$ cat config.mk
export PLATFORM = sky130hd
export DESIGN_NAME = logic_unit_arbiter
export DESIGN_NICKNAME = d
export VERILOG_FILES = /design/src/rtl/logic_arb_pkg.sv /design/src/rtl/logic_unit_arbiter_logic_unit.sv /design/src/rtl/logic_unit_arbiter.sv
export SDC_FILE = /design/constraint.sdc
export NUM_CORES = 1
export LEC_CHECK = 0
export ABC_CLOCK_PERIOD_IN_PS = 3500
export BUFFER_PORTS_ARGS = -buffer_cell sky130_fd_sc_hd__buf_2
export CAP_MARGIN = 40
export CORE_ASPECT_RATIO = 1.1
export CORE_MARGIN = 2
export CORE_UTILIZATION = 52
export DETAILED_ROUTE_END_ITERATION = 10
export GPL_ROUTABILITY_DRIVEN = 0
export PLACE_DENSITY = 0.92
export SYNTH_ARGS = -nofsm -noshare
export SYNTH_HDL_FRONTEND = slang
export SYNTH_SLANG_ARGS = --single-unit
export TNS_END_PERCENT = 30
$ cat constraint.sdc
create_clock -name clk_i -period 3.5 [get_ports clk_i]
set_clock_uncertainty 0.2 [all_clocks]
set_input_delay 0.525 -clock clk_i [delete_from_list [all_inputs] [get_ports clk_i]]
set_output_delay 0.525 -clock clk_i [all_outputs]
set_load 0.02 [all_outputs]
$ cat src/rtl/logic_arb_pkg.sv
// Shared types for the logic-unit arbiter.
// Optional grant counters: LOGIC_ARB_STATS_EN.
package logic_arb_pkg;

  typedef enum logic [1:0] {
    OP_AND,
    OP_OR,
    OP_XOR,
    OP_ANDN
  } logic_op_t;

  typedef enum logic {
    ST_IDLE,
    ST_RESP
  } arb_state_t;

  localparam int STAT_W = 16;

endpackage

$ cat src/rtl/logic_unit_arbiter_logic_unit.sv
// Combinational WIDTH-bit logic unit.
// Computes AND / OR / XOR / AND-NOT of two operands.
module logic_unit
  import logic_arb_pkg::*;
#(
  parameter int WIDTH = 32
) (
  input  logic [WIDTH-1:0] a_i,
  input  logic [WIDTH-1:0] b_i,
  input  logic_op_t        op_i,
  output logic [WIDTH-1:0] s_o
);

  always_comb begin
    s_o = '0;
    unique case (op_i)
      OP_AND:  s_o = a_i & b_i;
      OP_OR:   s_o = a_i | b_i;
      OP_XOR:  s_o = a_i ^ b_i;
      OP_ANDN: s_o = a_i & ~b_i;
      default: s_o = '0;
    endcase
  end

endmodule

$ cat src/rtl/logic_unit_arbiter.sv
// Two-requester round-robin arbiter around one logic unit.
// Optional grant counters: LOGIC_ARB_STATS_EN.
module logic_unit_arbiter
  import logic_arb_pkg::*;
#(
  parameter int WIDTH = 32
) (
  input  logic             clk_i,
  input  logic             rstn_i,
  input  logic             req0_valid_i,
  output logic             req0_ready_o,
  input  logic [1:0]       req0_op_i,
  input  logic [WIDTH-1:0] req0_a_i,
  input  logic [WIDTH-1:0] req0_b_i,
  input  logic             req1_valid_i,
  output logic             req1_ready_o,
  input  logic [1:0]       req1_op_i,
  input  logic [WIDTH-1:0] req1_a_i,
  input  logic [WIDTH-1:0] req1_b_i,
  output logic             rsp_valid_o,
  input  logic             rsp_ready_i,
  output logic             rsp_id_o,
  output logic [WIDTH-1:0] rsp_data_o
`ifdef LOGIC_ARB_STATS_EN
  ,
  output logic [STAT_W-1:0] grant_cnt0_o,
  output logic [STAT_W-1:0] grant_cnt1_o
`endif
);

  arb_state_t       state_q, state_d;
  logic             prio_q, prio_d;
  logic             id_q, id_d;
  logic [WIDTH-1:0] data_q, data_d;

  logic             idle;
  logic             gnt0, gnt1;
  logic             accept;
  logic             win_id;
  logic_op_t        win_op;
  logic [WIDTH-1:0] win_a, win_b;
  logic [WIDTH-1:0] lu_res;

  // Ready is masked while reset is held so nothing looks accepted.
  assign idle = (state_q == ST_IDLE) && rstn_i;

  assign gnt0 = req0_valid_i && (!req1_valid_i || !prio_q);
  assign gnt1 = req1_valid_i && (!req0_valid_i || prio_q);

  assign req0_ready_o = idle && gnt0;
  assign req1_ready_o = idle && gnt1;
  assign accept       = req0_ready_o || req1_ready_o;
  assign win_id       = gnt1;

  assign win_op = win_id ? logic_op_t'(req1_op_i) : logic_op_t'(req0_op_i);
  assign win_a  = win_id ? req1_a_i : req0_a_i;
  assign win_b  = win_id ? req1_b_i : req0_b_i;

  logic_unit #(
    .WIDTH(WIDTH)
  ) u_lu (
    .a_i (win_a),
    .b_i (win_b),
    .op_i(win_op),
    .s_o (lu_res)
  );

  always_comb begin
    state_d = state_q;
    prio_d  = prio_q;
    id_d    = id_q;
    data_d  = data_q;
    unique case (state_q)
      ST_IDLE: begin
        if (accept) begin
          state_d = ST_RESP;
          prio_d  = !win_id;
          id_d    = win_id;
          data_d  = lu_res;
        end
      end
      ST_RESP: begin
        if (rsp_ready_i) state_d = ST_IDLE;
      end
      default: state_d = ST_IDLE;
    endcase
  end

  always_ff @(posedge clk_i or negedge rstn_i) begin
    if (!rstn_i) begin
      state_q <= ST_IDLE;
      prio_q  <= 1'b0;
      id_q    <= 1'b0;
      data_q  <= '0;
    end else begin
      state_q <= state_d;
      prio_q  <= prio_d;
      id_q    <= id_d;
      data_q  <= data_d;
    end
  end

  assign rsp_valid_o = (state_q == ST_RESP);
  assign rsp_id_o    = id_q;
  assign rsp_data_o  = data_q;

`ifdef LOGIC_ARB_STATS_EN
  logic [STAT_W-1:0] grant_cnt0_q, grant_cnt1_q;

  always_ff @(posedge clk_i or negedge rstn_i) begin
    if (!rstn_i) begin
      grant_cnt0_q <= '0;
      grant_cnt1_q <= '0;
    end else begin
      if (req0_ready_o) grant_cnt0_q <= grant_cnt0_q + 1'b1;
      if (req1_ready_o) grant_cnt1_q <= grant_cnt1_q + 1'b1;
    end
  end

  assign grant_cnt0_o = grant_cnt0_q;
  assign grant_cnt1_o = grant_cnt1_q;
`endif

endmodule
* Word level (Yosys, flattened, before mapping)
Cells that the tools add are included.
Storage, ports and cells: output and inout bits 36, word-level logic and storage cells 34, flip-flop bits (word level) 35
Operators by class: eq/ne operators 3, muxes and demuxes 7, reductions and logical operators 14, bitwise gates (word level) 6
Operators with widths (count):
- 32-bit case mux with 4 select lines | 1
- 32-bit AND | 2
- 32-bit 2-to-1 mux | 2
- 32-bit inverter | 1
- 32-bit bitwise OR | 1
- 32-bit XOR | 1
- 1-bit logical AND | 5
- 2-bit == test (second input constant) | 2
- 1-bit zero test | 4
- 1-bit logical OR | 3
- 2-bit by 1-bit == test with 1-bit output (second input constant) | 1
- 2-bit zero test | 1
- 1-bit 2-to-1 mux | 2
- 2-bit 2-to-1 mux | 1
- 1-bit case mux with 2 select lines | 1
- 2-bit AND reduction | 1
- 1-bit inverter | 1

* Logic depth before layout (Yosys ltp)
Gate-level depths: netlist (run 1).
depth after elaboration 7, depth in mapped cells 13, depth with buffers taken out 9

* Modules after synthesis
From an unflattened synthesis (run 1), not the netlist that was laid out.
Unflattened totals: cell total of the unflattened synthesis 435, area total of the unflattened synthesis 3936.3 um2
Modules (own cells, without submodules):
- logic_unit_arbiter | times used 1, cells each 157, seq. area each 875.8 um2, area each 2167.1 um2
- logic_unit | times used 1, cells each 278, seq. area each 0.0 um2, area each 1769.2 um2

* Worst setup path before layout (run 1)
No wires, ideal clock.
kind input to register, start point input req0_valid_i, end point register data_q[0] (netlist: rsp_data_o[0]), path slack 829 ps, library setup time 95 ps, cell stages on the path 12, arrival time 2375 ps, buffers on the path 4, cell sequence nand2b_1 > buf_6 > nand2_8 > buf_8 > mux2_2 > ha_1 > buf_4 > clkbuf_1 > nand2b_1 > a211oi_1 > nor2_1 > o31ai_1
Between the ends: cells in the longest elaborated chain, start to end 7
RTL lines:
- from (decl) | RTL line logic_unit_arbiter.sv:10 | input logic req0_valid_i,
- 1-bit zero test | RTL line logic_unit_arbiter.sv:48 | assign gnt1 = req1_valid_i && (!req0_valid_i || prio_q);
- 1-bit logical OR | RTL line logic_unit_arbiter.sv:48
- 1-bit logical AND | RTL line logic_unit_arbiter.sv:48
- 32-bit 2-to-1 mux | RTL line logic_unit_arbiter.sv:57 | assign win_b = win_id ? req1_b_i : req0_b_i;
- 32-bit inverter | RTL line logic_unit_arbiter_logic_unit.sv:20 | OP_ANDN: s_o = a_i & ~b_i;
- 32-bit AND | RTL line logic_unit_arbiter_logic_unit.sv:20
- 32-bit case mux with 4 select lines | RTL line logic_unit_arbiter_logic_unit.sv:16 | unique case (op_i)
- to (signal assigned) | RTL line logic_unit_arbiter.sv:99 | data_q <= data_d;
- to (decl) | RTL line logic_unit_arbiter.sv:34 | logic [WIDTH-1:0] data_q, data_d;
Parallel ways exist; a longest one is shown, timed or not. A chain may end at the register's enable or synchronous reset.

* Worst setup path after layout (run 1)
start point register prio_q, end point register data_q[0] (netlist: rsp_data_o[0])
Between the ends: cells in the longest elaborated chain, start to end 6
RTL lines:
- from (decl) | RTL line logic_unit_arbiter.sv:32 | logic prio_q, prio_d;
- from (signal assigned) | RTL line logic_unit_arbiter.sv:97 | prio_q <= prio_d;
- 1-bit logical OR / 1-bit zero test (equally long branches) | RTL line logic_unit_arbiter.sv:48, logic_unit_arbiter.sv:47
- 1-bit logical AND / 1-bit logical OR (equally long branches) | RTL line logic_unit_arbiter.sv:48, logic_unit_arbiter.sv:47
- 32-bit 2-to-1 mux / 1-bit logical AND (equally long branches) | RTL line logic_unit_arbiter.sv:57, logic_unit_arbiter.sv:47
- 32-bit inverter / 1-bit logical AND (equally long branches) | RTL line logic_unit_arbiter_logic_unit.sv:20, logic_unit_arbiter.sv:50
- 32-bit AND / 1-bit logical OR (equally long branches) | RTL line logic_unit_arbiter_logic_unit.sv:20, logic_unit_arbiter.sv:52
- 32-bit case mux with 4 select lines / 2-bit AND reduction (equally long branches)
Parallel ways exist; a longest one is shown, timed or not.

==> results of run 1 <==
## metrics by stage
| step | worst slack, ns | power [W] | util [%] | instance area, µm² | instances |
|---|---|---|---|---|---|
| finish | 0.4883 | 0.002298 | 64.75 | 5804 | 857 |
| global route | 0.1916 | 0.002448 | 64.75 | 5804 | 857 |
| CTS | 0.5229 | 0.002291 | 64.75 | 5804 | 857 |
| detailed placement | 0.3843 | 0.001949 | 63.53 | 5694 | 848 |
| global placement | 0.4856 | 0.001900 | 63.53 | 5694 | 848 |
| floorplan | 0.8294 | 0.001526 | - | 4825 | 598 |
## kinds of logic (layout without fill, tap and decap cells)
kind of cell | Yosys count | count (layout) | synth area share, %
fa+ha+maj | 35 | 35 | 9.077
flops | 35 | 35 | 18.15
mux | 66 | 66 | 13.72
buf+inv | 62 | 207 | 7.261
compound gates | 166 | 166 | 24.74
simple gates | 234 | 234 | 27.05
## synth_stat cells
cell / n / area (µm²)
nand2b_1: 162 / 1013
mux2i_1: 65 / 650.6
dfrtp_1: 35 / 875.8
ha_1: 35 / 437.9
nor2_1: 35 / 131.4
nand2_1: 34 / 127.6
a21oi_1: 33 / 165.2
a2111oi_0: 32 / 280.3
a211oi_1: 32 / 240.2
a22oi_1: 32 / 240.2
o31ai_1: 32 / 240.2
buf_2: 22 / 110.1
clkbuf_1: 22 / 82.58
buf_4: 5 / 37.54
inv_1: 4 / 15.01
buf_12: 3 / 60.06
clkbuf_2: 3 / 15.01
o21ai_0: 3 / 15.01
nor2b_1: 2 / 12.51
a21o_1: 1 / 7.510
buf_1: 1 / 3.750
buf_6: 1 / 11.26
buf_8: 1 / 15.01
mux2_2: 1 / 11.26
nand2_8: 1 / 20.02
o21ai_1: 1 / 5.000
## worst max-delay path by stage
stage	cells past startpoint	to	start	slack, ns
after floorplan	12	rsp_data_o[0]$_DFFE_PN0P_	req0_valid_i	0.83
after global placement	10	rsp_data_o[30]$_DFFE_PN0P_	req0_valid_i	0.49
after detailed placement	10	rsp_data_o[0]$_DFFE_PN0P_	req0_valid_i	0.38
after CTS	9	rsp_data_o[0]$_DFFE_PN0P_	prio_q$_DFFE_PN0P_	0.52
after global routing	9	rsp_data_o[19]$_DFFE_PN0P_	prio_q$_DFFE_PN0P_	0.19
final	9	rsp_data_o[0]$_DFFE_PN0P_	prio_q$_DFFE_PN0P_	0.49
## state kept, by name, indices dropped and copies added (netlist names)
register and flops:
rsp_valid_o 1, rsp_id_o 1, prio_q 1, rsp_data_o 32
## worst max-delay path, stage by stage (launching register included)
cell,delay (ns)
dfrtp_1,0.43
nand2b_2,0.25
nand2_8,0.20
buf_4,0.54
mux2i_1,0.23
ha_1,0.22
nand2b_1,0.13
a2111oi_0,0.51
a21oi_1,0.08
o31ai_1,0.11
## power by group
| part | switching [W] | internal (W) | leakage, nW |
|---|---|---|---|
| clock network | 0.000161 | 0.000180 | 0.0515 |
| registers | 0.0000925 | 0.000532 | 0.456 |
| logic | 0.000799 | 0.000533 | 2.30 |
| total | 0.00105 | 0.00125 | 2.81 |
## area by class of cell
type                       count  area [µm²]  share of cell area, %
multi-input combinational    501        3622                  62.41
clock buffer                   8       100.1                  1.725
inverter                       4       15.01                 0.2587
tap                          114       142.6                  2.457
timing repair buffer         195        1049                  18.06
sequential                    35       875.8                  15.09
## per-layer routing
layer	vias up	wire, µm	global-route usage (%)
met5	-	0	0
met4	0	472	12.76
met3	50	1096	4.037
met2	255	7167	49.45
met1	2411	6010	36.83
li1	2463	-	-
==> results.ini, run 1 <==
[run_status]
status=completed

[floorplan]
dieArea_um2=10070
start_util_pct=53.82
die-width_um=95.84
num_rows=36
design.core.area_um2=8964
ios=173
die_y_um=105.0

[sta]
maxSlewViolCount=0
finalCriticalPeriod_ns=3.012
tns_ns=0
timing.hold.ws_ns=0.2097
setup_violations=0
relSlewSlack_pct=39.71
hold_viol_final=0
min_period_over_period_pct=86.05
worstMarginPinSlew_ns=0.9042
max_freq_mhz=332.0
rsz0062_at_grt=false

[logic_synthesis]
yosysSeqAreaShare_pct=18.15
ys_seq_elements=35
syn_nets=770
synthCells=598
syn_area_per_cell_um2=8.068
syn_area_um2=4825
synth_warnings=0
synth.distinct_cells=26

[clock_tree]
cts_setup_buffers=0
worst_skew_pair.late_latency_ns=0.29
htree_levels=2
post_cts_resized=0
clk_path_buf_depth=2
cts.sinks=35
cts_buffers=5
hold_buffers=1
cts_tree=done
clkTransAtPathRegs_ns=0.07
cts_root_buf=clkbuf_8

[cells_and_area]
areaGrowthSynthToFinish_pct=20.31
antenna_cells=0
layout.nets=914
layout_common_cells=buf_2 (172), nand2b_1 (161), mux2i_1 (65)
layout_commonest_cell=buf_2
num-fill-cells=741
drive_above_1_share_pct=27.99

[flow_run]
cap_violations=0

[route]
drt-total-wl_mm=14.75
num_vias=5179
drtAntennaViolNets=0
drc=0
firstDrtPassIters=6
wl_per_cell_um=17.21
routed_via_density=6.043
initialDrtViolationCount=363

[min_path]
min_to=rsp_valid_o$_DFF_PN0_
holdPathStages=2
hold_class=in2reg
hold_path.startpoint=rsp_ready_i

[setup_path]
critPathMaxFanout=35
regToRegSetupSlack_ns=0.49
cp-start-kind=flip-flop
critical_path_class=reg2reg
r2r_end=rsp_data_o[0]$_DFFE_PN0P_
worstReg2RegStart=prio_q$_DFFE_PN0P_
cp-end-kind=flip-flop
arrival_ns=3.00
r2r_cells=9
required_ns=3.49

[grt]
grt_max_degree=58
track_usage_pct=29.39
antenna_found_initial=0
grt_pass1_wl_mm=24.04
grt-ovfl-total=0
grt_pass1_vias=5243

[power_and_ir_drop]
vdd_drop_max_mv=0.2215
p_per_area_nw_per_um2=395.8
p_leak_nw=2.808

[place]
portBuffers=172
hpwl_mm=10.72

Note: power is estimated with default switching activity, not from simulation.
==> run 2, diff against run 1 <==
Settings changed: CORE_UTILIZATION 52 to 45, GPL_ROUTABILITY_DRIVEN 0 to not set, PLACE_DENSITY 0.92 to 0.82.
==> run 2 against run 1 <==
Net effect: register-to-register slack better by 0.17 ns; cell area is 1.5% higher; worst hold slack worse by 0.19 ns; die area is 15% higher; flip-flop and latch count stayed put; global-route usage is 4.6 points lower; non-clock buffer count is 5 lower; via count is 3.9% lower; clock power is 40% higher; sequential power is 0.8% lower; routed wire length is 2.8% lower; maximum frequency is 6.1% higher; critical path type unchanged.
==> results.ini, run 2 (synthesized netlist as in run 1, its figures left out) <==
[run_status]
status=completed

[cells_and_area]
layout_common_cells=buf_2 (172), nand2b_1 (161), mux2i_1 (65)
layout_commonest_cell=buf_2
post-route-util_pct=56.66
layout.nets=909
num-fill-cells=978
antenna_cells=0
largest_register_ffs=32
areaGrowthSynthToFinish_pct=22.07
drive_above_1_share_pct=27.64

[place]
portBuffers=172
gp_congestion=0.8069
hpwl_mm=10.42

[power_and_ir_drop]
p_total_w=0.002421
vdd_drop_max_mv=0.2309
p_per_area_nw_per_um2=411.1
p_leak_nw=2.822

[clock_tree]
cts_setup_buffers=0
cts_tree=done
clk_path_buf_depth=2
worst_skew_pair.late_latency_ns=0.27
cts_root_buf=clkbuf_16
cts.sinks=35
htree_levels=2
hold_buffers=0
cts_buffers=5
post_cts_resized=0
clkTransAtPathRegs_ns=0.06

[setup_path]
slowest_delay_ns=0.47
worstReg2RegStart=prio_q$_DFFE_PN0P_
required_ns=3.48
crit_slowest_cell=ha_1
critPathTopFamily=compound AO/OA/AOI/OAI gates
cp-start-kind=flip-flop
r2r_cells=8
arrival_ns=2.81
r2r_end=rsp_data_o[5]$_DFFE_PN0P_
cp_num_buf_inv=1
cp-end-kind=flip-flop
critical_path_class=reg2reg
timing.critical_path.cells=nand2b_2, nand2_8, mux2_2, ha_1, buf_8, a2111oi_0, a21oi_1, o31ai_1
critPathMaxFanout=23
crit_start=prio_q$_DFFE_PN0P_
regToRegSetupSlack_ns=0.66

[min_path]
hold_class=in2async

[route]
drt-total-wl_mm=14.33
routed_via_density=5.647
drc=0
firstDrtPassIters=5
initialDrtViolationCount=245
drtAntennaViolNets=0
wl_per_cell_um=16.26
num_vias=4975

[grt]
grt_max_degree=66
grt-ovfl-total=0
antenna_found_initial=0
grt_pass1_wl_mm=23.12
track_usage_pct=24.80
grt_pass1_vias=4684

[floorplan]
design.core.area_um2=10390
start_util_pct=46.42
die-width_um=102.7
dieArea_um2=11570
die_y_um=112.6
num_rows=39
ios=173

[sta]
timing.hold.ws_ns=0.01873
rsz0062_at_grt=false
setup_violations=0
relSlewSlack_pct=42.35
max_freq_mhz=352.2
finalCriticalPeriod_ns=2.839
worstMarginPinSlew_ns=0.8647
hold_viol_final=0
tns_ns=0
maxSlewViolCount=0
min_period_over_period_pct=81.12

[flow_run]
cap_violations=0

## run 2: changes by cell type in the layout (fill, tap and decap cells not counted)
cell / previous run / this run
buf_12: 1 / 3
buf_4: 21 / 14
buf_8: 0 / 1
clkbuf_16: 0 / 5
clkbuf_8: 7 / 2
dlygate4sd3_1: 1 / 0
## run 2: metrics by stage
step	area (µm²)	setup WS [ns]	instances
3_3_place_gp	5718	0.3520	872
5_1_grt	5889	0.4810	881
2_1_floorplan	4825	0.8294	598
6_report	5889	0.6610	881
4_1_cts	5889	0.6609	881
3_5_place_dp	5733	0.5356	873
## run 2: cell type report
type	count	area (µm²)	share of cell area (%)
Multi-Input combinational cell	501	3622	61.50
Sequential cell	35	875.8	14.87
Inverter	4	15.01	0.2549
Clock buffer	8	156.4	2.656
Tap cell	143	178.9	3.038
Timing Repair Buffer	190	1041	17.68
## run 2: per-layer routing
metal	up-vias	wire (µm)	share of wire (%)	track usage, %
li1	2451	-	-	-
met3	12	951	6.6	2.491
met1	2326	6374	44	33.33
met5	-	0	0	0
met2	186	6831	48	42.31
met4	0	170	1.2	6.133
## run 2: worst max-delay path by stage
stage	slack (ns)	to	cells past startpoint
4_1_cts	0.66	rsp_data_o[6]$_DFFE_PN0P_	8
5_1_grt	0.48	rsp_data_o[19]$_DFFE_PN0P_	8
6_report	0.66	rsp_data_o[5]$_DFFE_PN0P_	8
3_3_place_gp	0.35	rsp_data_o[21]$_DFFE_PN0P_	8
2_1_floorplan	0.83	rsp_data_o[0]$_DFFE_PN0P_	12
3_5_place_dp	0.54	rsp_data_o[6]$_DFFE_PN0P_	9
## run 2: report_power, final
part / leakage (nW) / internal (W) / switching (W)
logic: 2.29 / 0.000534 / 0.000792
registers: 0.456 / 0.000533 / 0.0000857
clock network: 0.0772 / 0.000304 / 0.000173
total: 2.82 / 0.00137 / 0.00105
## run 2: worst register-to-register path, cell delays in order (launching register included)
cell and delay, ns:
dfrtp_1 0.41, nand2b_2 0.24, nand2_8 0.10, mux2_2 0.38, ha_1 0.47, buf_8 0.24, a2111oi_0 0.48, a21oi_1 0.11
o31ai_1 0.10
